$ cat src/rtl/control_sequencer.sv
// control_sequencer: hardwired control unit for a multi-cycle datapath.
// Walks RESET -> T0..T7 -> HALT and decodes state + ir into datapath strobes.
// Ports:
//   clk, clr (async, active-low reset)
//   ir[31:0] current instruction
//   con_ff   branch condition flag
//   mem_ready memory handshake
//   datapath/register/ALU strobes, alu_control[4:0], run
module control_sequencer (
    input  logic        clk,
    input  logic        clr,
    input  logic [31:0] ir,
    input  logic        con_ff,
    input  logic        mem_ready,
    output logic        Pout,
    output logic        Pen,
    output logic        MARen,
    output logic        MDRen,
    output logic        MDROut,
    output logic        IRen,
    output logic        Read,
    output logic        Write,
    output logic        Gra,
    output logic        Grb,
    output logic        Grc,
    output logic        Rin,
    output logic        Rout,
    output logic        BAout,
    output logic        Cout,
    output logic        ConIn,
    output logic        Yen,
    output logic        ZLOen,
    output logic        ZHIen,
    output logic        ZLOout,
    output logic        ZHIout,
    output logic        HIen,
    output logic        LOen,
    output logic        HIout,
    output logic        LOout,
    output logic        IncPC,
    output logic [4:0]  alu_control,
    output logic        run
);

    typedef enum logic [3:0] {
        S_RESET, S_T0, S_T1, S_T2, S_T3,
        S_T4, S_T5, S_T6, S_T7, S_HALT
    } state_t;

    localparam logic [4:0] ALU_ADD = 5'b00011;

    state_t     state_q, state_d;
    logic [4:0] op;
    logic       is_alu, is_imm, is_ldi, is_ld, is_st;
    logic       is_dm, is_br, is_jr, is_mfhi, is_mflo, is_halt;
    logic       has_exec;

    // Register fields are routed by Gra/Grb/Grc in the datapath, not here.
    logic       unused_ir_bits;
    assign unused_ir_bits = ^ir[26:0];

    assign op      = ir[31:27];
    assign is_ld   = (op == 5'b00000);
    assign is_ldi  = (op == 5'b00001);
    assign is_st   = (op == 5'b00010);
    assign is_alu  = (op >= 5'b00011) && (op <= 5'b01011);
    assign is_imm  = (op >= 5'b01100) && (op <= 5'b01110);
    assign is_dm   = (op == 5'b01111) || (op == 5'b10000);
    assign is_br   = (op == 5'b10011);
    assign is_jr   = (op == 5'b10100);
    assign is_mfhi = (op == 5'b11000);
    assign is_mflo = (op == 5'b11001);
    assign is_halt = (op == 5'b11011);

    // nop and undefined opcodes have no execute phase.
    assign has_exec = is_ld | is_ldi | is_st | is_alu | is_imm | is_dm
                    | is_br | is_jr | is_mfhi | is_mflo;

    always_comb begin
        state_d = state_q;
        unique case (state_q)
            S_RESET: state_d = S_T0;
            S_T0:    state_d = S_T1;
            S_T1:    state_d = mem_ready ? S_T2 : S_T1;
            S_T2: begin
                if (is_halt)       state_d = S_HALT;
                else if (has_exec) state_d = S_T3;
                else               state_d = S_T0;
            end
            S_T3: begin
                if (is_jr || is_mfhi || is_mflo) state_d = S_T0;
                else                             state_d = S_T4;
            end
            S_T4:    state_d = S_T5;
            S_T5: begin
                if (is_ld || is_st || is_dm || is_br) state_d = S_T6;
                else                                  state_d = S_T0;
            end
            S_T6: begin
                if (is_ld)      state_d = mem_ready ? S_T7 : S_T6;
                else if (is_st) state_d = S_T7;
                else            state_d = S_T0;
            end
            S_T7: begin
                if (is_st) state_d = mem_ready ? S_T0 : S_T7;
                else       state_d = S_T0;
            end
            S_HALT:  state_d = S_HALT;
            default: state_d = S_RESET;
        endcase
    end

    always_ff @(posedge clk or negedge clr) begin
        if (!clr) state_q <= S_RESET;
        else      state_q <= state_d;
    end

    always_comb begin
        {Pout, Pen, MARen, MDRen, MDROut, IRen, Read, Write} = '0;
        {Gra, Grb, Grc, Rin, Rout, BAout, Cout, ConIn}       = '0;
        {Yen, ZLOen, ZHIen, ZLOout, ZHIout}                  = '0;
        {HIen, LOen, HIout, LOout, IncPC}                    = '0;
        alu_control = 5'b00000;
        run = (state_q != S_RESET) && (state_q != S_HALT);
        unique case (state_q)
            S_T0: begin
                Pout = 1'b1; MARen = 1'b1; IncPC = 1'b1;
                ZLOen = 1'b1; alu_control = ALU_ADD;
            end
            S_T1: begin
                ZLOout = 1'b1; Pen = 1'b1;
                Read = 1'b1; MDRen = 1'b1;
            end
            S_T2: begin
                MDROut = 1'b1; IRen = 1'b1;
            end
            S_T3: begin
                if (is_alu || is_imm) begin
                    Grb = 1'b1; Rout = 1'b1; Yen = 1'b1;
                end else if (is_ldi || is_ld || is_st) begin
                    Grb = 1'b1; BAout = 1'b1; Yen = 1'b1;
                end else if (is_dm) begin
                    Gra = 1'b1; Rout = 1'b1; Yen = 1'b1;
                end else if (is_br) begin
                    Gra = 1'b1; Rout = 1'b1; ConIn = 1'b1;
                end else if (is_jr) begin
                    Gra = 1'b1; Rout = 1'b1; Pen = 1'b1;
                end else if (is_mfhi) begin
                    Gra = 1'b1; Rin = 1'b1; HIout = 1'b1;
                end else if (is_mflo) begin
                    Gra = 1'b1; Rin = 1'b1; LOout = 1'b1;
                end
            end
            S_T4: begin
                if (is_alu || is_imm) begin
                    Cout = is_imm;
                    Grc = !is_imm; Rout = !is_imm;
                    ZLOen = 1'b1; alu_control = op;
                end else if (is_ldi || is_ld || is_st) begin
                    Cout = 1'b1; ZLOen = 1'b1;
                    alu_control = ALU_ADD;
                end else if (is_dm) begin
                    Grb = 1'b1; Rout = 1'b1;
                    ZLOen = 1'b1; ZHIen = 1'b1;
                    alu_control = op;
                end else if (is_br) begin
                    Pout = 1'b1; Yen = 1'b1;
                end
            end
            S_T5: begin
                if (is_alu || is_imm || is_ldi) begin
                    ZLOout = 1'b1; Gra = 1'b1; Rin = 1'b1;
                end else if (is_ld || is_st) begin
                    ZLOout = 1'b1; MARen = 1'b1;
                end else if (is_dm) begin
                    ZLOout = 1'b1; LOen = 1'b1;
                end else if (is_br) begin
                    Cout = 1'b1; ZLOen = 1'b1;
                    alu_control = ALU_ADD;
                end
            end
            S_T6: begin
                if (is_ld) begin
                    Read = 1'b1; MDRen = 1'b1;
                end else if (is_st) begin
                    Gra = 1'b1; Rout = 1'b1; MDRen = 1'b1;
                end else if (is_dm) begin
                    ZHIout = 1'b1; HIen = 1'b1;
                end else if (is_br) begin
                    ZLOout = con_ff; Pen = con_ff;
                end
            end
            S_T7: begin
                if (is_ld) begin
                    MDROut = 1'b1; Gra = 1'b1; Rin = 1'b1;
                end else if (is_st) begin
                    Write = 1'b1;
                end
            end
            default: ;
        endcase
    end

endmodule

$ cat config.mk
export PLATFORM = sky130hd
export DESIGN_NAME = control_sequencer
export DESIGN_NICKNAME = d
export VERILOG_FILES = /design/src/rtl/control_sequencer.sv
export SDC_FILE = /design/constraint.sdc
export NUM_CORES = 1
export LEC_CHECK = 0
export CAP_MARGIN = 20
export CORE_MARGIN = 1
export CORE_UTILIZATION = 34
export DETAILED_ROUTE_END_ITERATION = 10
export GPL_ROUTABILITY_DRIVEN = 0
export PLACE_DENSITY_LB_ADDON = 0.25
export SYNTH_ARGS = -nofsm -noshare
export SYNTH_HDL_FRONTEND = slang
export SYNTH_SLANG_ARGS = --single-unit
$ cat constraint.sdc
create_clock -name clk -period 2.2 [get_ports clk]
set_input_delay 0.44 -clock clk [delete_from_list [all_inputs] [get_ports clk]]
set_output_delay 0.44 -clock clk [all_outputs]
set_load 0.01 [all_outputs]
==> flow_summary.json <==
{
  "failed_checks": "setup timing",
  "largest_register_ffs": 4,
  "start_util_pct": 35.7,
  "die_w_um": 53.0,
  "antennaDiodeCount": 0,
  "required_ps": 1760,
  "fin_crit_ps": 2410,
  "firstDrtPassIters": 4,
  "synth_flop_cell": "dfrtp_1",
  "syn2layout_area_growth_pct": 91.2,
  "postPlaceCellArea_um2": 1570,
  "cts_tree": "yes",
  "grt_usage_pct": 29.1,
  "vias": 1397,
  "synth-seq-cells": 4,
  "grt_pass1_wl_mm": 5.95,
  "setup-tns-final_ps": -1020,
  "seqCellArea_um2": 100,
  "p_per_area_nw_per_um2": 722,
  "rows": 18,
  "setup_ws_ps": -215,
  "dieArea_um2": 2810,
  "async_flop_share_pct": 100,
  "slew_viol_final": 0,
  "cts_max_path_buffers": 2,
  "dp_cells": 235,
  "syn-num-nets": 175,
  "fin_area_um2": 1690,
  "grt_remaining_overflow": 0,
  "final_util_pct": 68.3,
  "synth_most_common_cell": "nor2_1",
  "antenna_left": 0,
  "cts.sinks": 4,
  "core-area_um2": 2480,
  "synth_common_cells": "21 x nor2_1, 10 x clkbuf_1, 10 x nand2b_1, 10 x o21ai_0, 8 x nor3_1",
  "r2r_cells": 4,
  "cp-start-kind": "register",
  "syn_area_per_cell_um2": 6.36,
  "critical_path_class": "register to primary output",
  "dp_hpwl_mm": 2.73,
  "leakage_nw": 0.769,
  "synth_top_area_share_pct": 11.3,
  "finalClockSkew_ps": 1.15,
  "cap_violations": 0,
  "multi_input_area_um2": 872,
  "vdd_drop_max_uv": 661,
  "reg2reg_from": "state_q[0]",
  "top_regs": "state_q: 4 flops",
  "setup_viol": 8,
  "grt_pass1_vias": 1340,
  "outcome": "finished with violations",
  "fin_nets": 255,
  "wl_per_cell_um": 15.6,
  "instances_no_fill": 247,
  "nFillCells": 219,
  "grt_max_degree": 14,
  "drt_iter0_markers": 56,
  "netlist_top_cells_area": "dfrtp_1 11%, nor2_1 8.9%, nand2b_1 7.1%",
  "synth_cell_types": 43,
  "dieHeight_um": 53.0,
  "synthCells": 139,
  "ys_seq_area_share_pct": 11.3,
  "regMostFlops": "state_q",
  "antenna_found_initial": 0,
  "finalCritPeriodShare_pct": 110,
  "end_kind": "primary output",
  "layout-drive-gt1-share_pct": 52.1,
  "yosysTopAreaCell": "dfrtp_1",
  "drc": 0,
  "cp.arrival_ps": 1970,
  "hp-class": "primary input to async pin",
  "io_pins": 68,
  "cp_max_fo": 2,
  "dp_slack_ps": -761,
  "relSlewSlack_pct": 81.5,
  "synth-edff-count": 0,
  "via_per_inst": 5.66,
  "cts.clk_slew.worst_paths_ps": 30,
  "cts_made_buffers": 3,
  "routed_wl_mm": 3.86,
  "ys_warn_count": 0,
  "rrSetupSlack_ps": 620,
  "clk_latency_ps": 230,
  "rsz0062_at_grt": "yes",
  "numPortBuffers": 40,
  "max_freq_mhz": 414,
  "r2r_end": "state_q[3]",
  "cts_hold_buf": 0,
  "htree_levels": 1,
  "tightest_slew_ps": 276,
  "finalHoldViolations": 0,
  "syn-cell-area_um2": 885,
  "clockRootBuffer": "clkbuf_4"
}
## report_power, final
part / total (mW) / internal [mW] / switching [mW]
logic: 1.02 / 0.483 / 0.537
registers: 0.115 / 0.101 / 0.0139
clock network: 0.0861 / 0.0607 / 0.0254
total: 1.22 / 0.645 / 0.576
## area by class of cell
class	count	area share [%]
inverter	3	0.666
timing repair buffer	90	38.3
sequential	4	5.92
multi-input combinational	117	51.6
tap	30	2.22
clock buffer	3	1.33
## metal layers
| layer | vias to the layer above | wire length [um] | track usage [%] |
|---|---|---|---|
| li1 | 671 | - | - |
| met1 | 655 | 1520 | 33.8 |
| met2 | 65 | 2000 | 52.3 |
| met3 | 6 | 269 | 2.87 |
| met4 | 0 | 65 | 14.0 |
| met5 | - | 0 | 0 |
## cells by family (layout without fill, tap and decap cells)
logic type / count (synthesis) / count (layout) / synth area share, %
buffers and inverters: 18 / 96 / 8.63
AND/OR/NAND/NOR: 73 / 73 / 46.3
multiplexers: 1 / 1 / 1.27
AO/OA/AOI/OAI: 43 / 43 / 32.5
flip-flops: 4 / 4 / 11.3
## stage by stage
step / power, mW / hold slack [ps]
2_1_floorplan: 0.566 / 144
3_3_place_gp: 1.07 / 644
3_5_place_dp: 1.08 / 648
4_1_cts: 1.15 / 398
5_1_grt: 1.31 / 420
6_report: 1.22 / 413
## worst max path at each step
stage	end	slack, ps	startpoint
6_report	Rin	-210	state_q[0]
5_1_grt	MDROut	-270	state_q[0]
4_1_cts	Rin	-230	state_q[0]
3_5_place_dp	Rout	-760	ir[27]
3_3_place_gp	Rout	-700	ir[27]
2_1_floorplan	ZHIout	60	ir[31]
## timing repair
action                     CTS  global route
setup endpoints to repair   31            27
pin swaps                    3             5
buffers inserted             6             4
hold endpoints to repair     0             0
gates resized for setup    125            35
## critical path, stage by stage (launching register included)
cell and delay, ps:
dfrtp_1 370, or4b_4 540, or4_4 440, a21o_1 180, o31ai_1 60, buf_2 160
## placed cells by master (no fill, tap or decap), types with 3 or more instances in the layout
master | synthesis | layout
clkbuf_2 | 0 | 10
buf_6 | 0 | 6
dfrtp_1 | 4 | 4
o21a_1 | 3 | 3
nor2_1 | 21 | 19
dlygate4sd2_1 | 0 | 3
nand3_1 | 5 | 4
inv_1 | 3 | 3
o31ai_1 | 4 | 3
clkbuf_4 | 0 | 3
clkdlybuf4s50_1 | 0 | 4
o22ai_1 | 4 | 3
buf_4 | 1 | 45
o21ai_1 | 3 | 5
nor3_2 | 0 | 5
o21ai_0 | 10 | 6
o221ai_1 | 3 | 3
buf_2 | 4 | 19
nand2b_1 | 10 | 7
nand2_1 | 6 | 6
a21oi_1 | 5 | 5
Note: power is estimated with default switching activity, not from simulation.
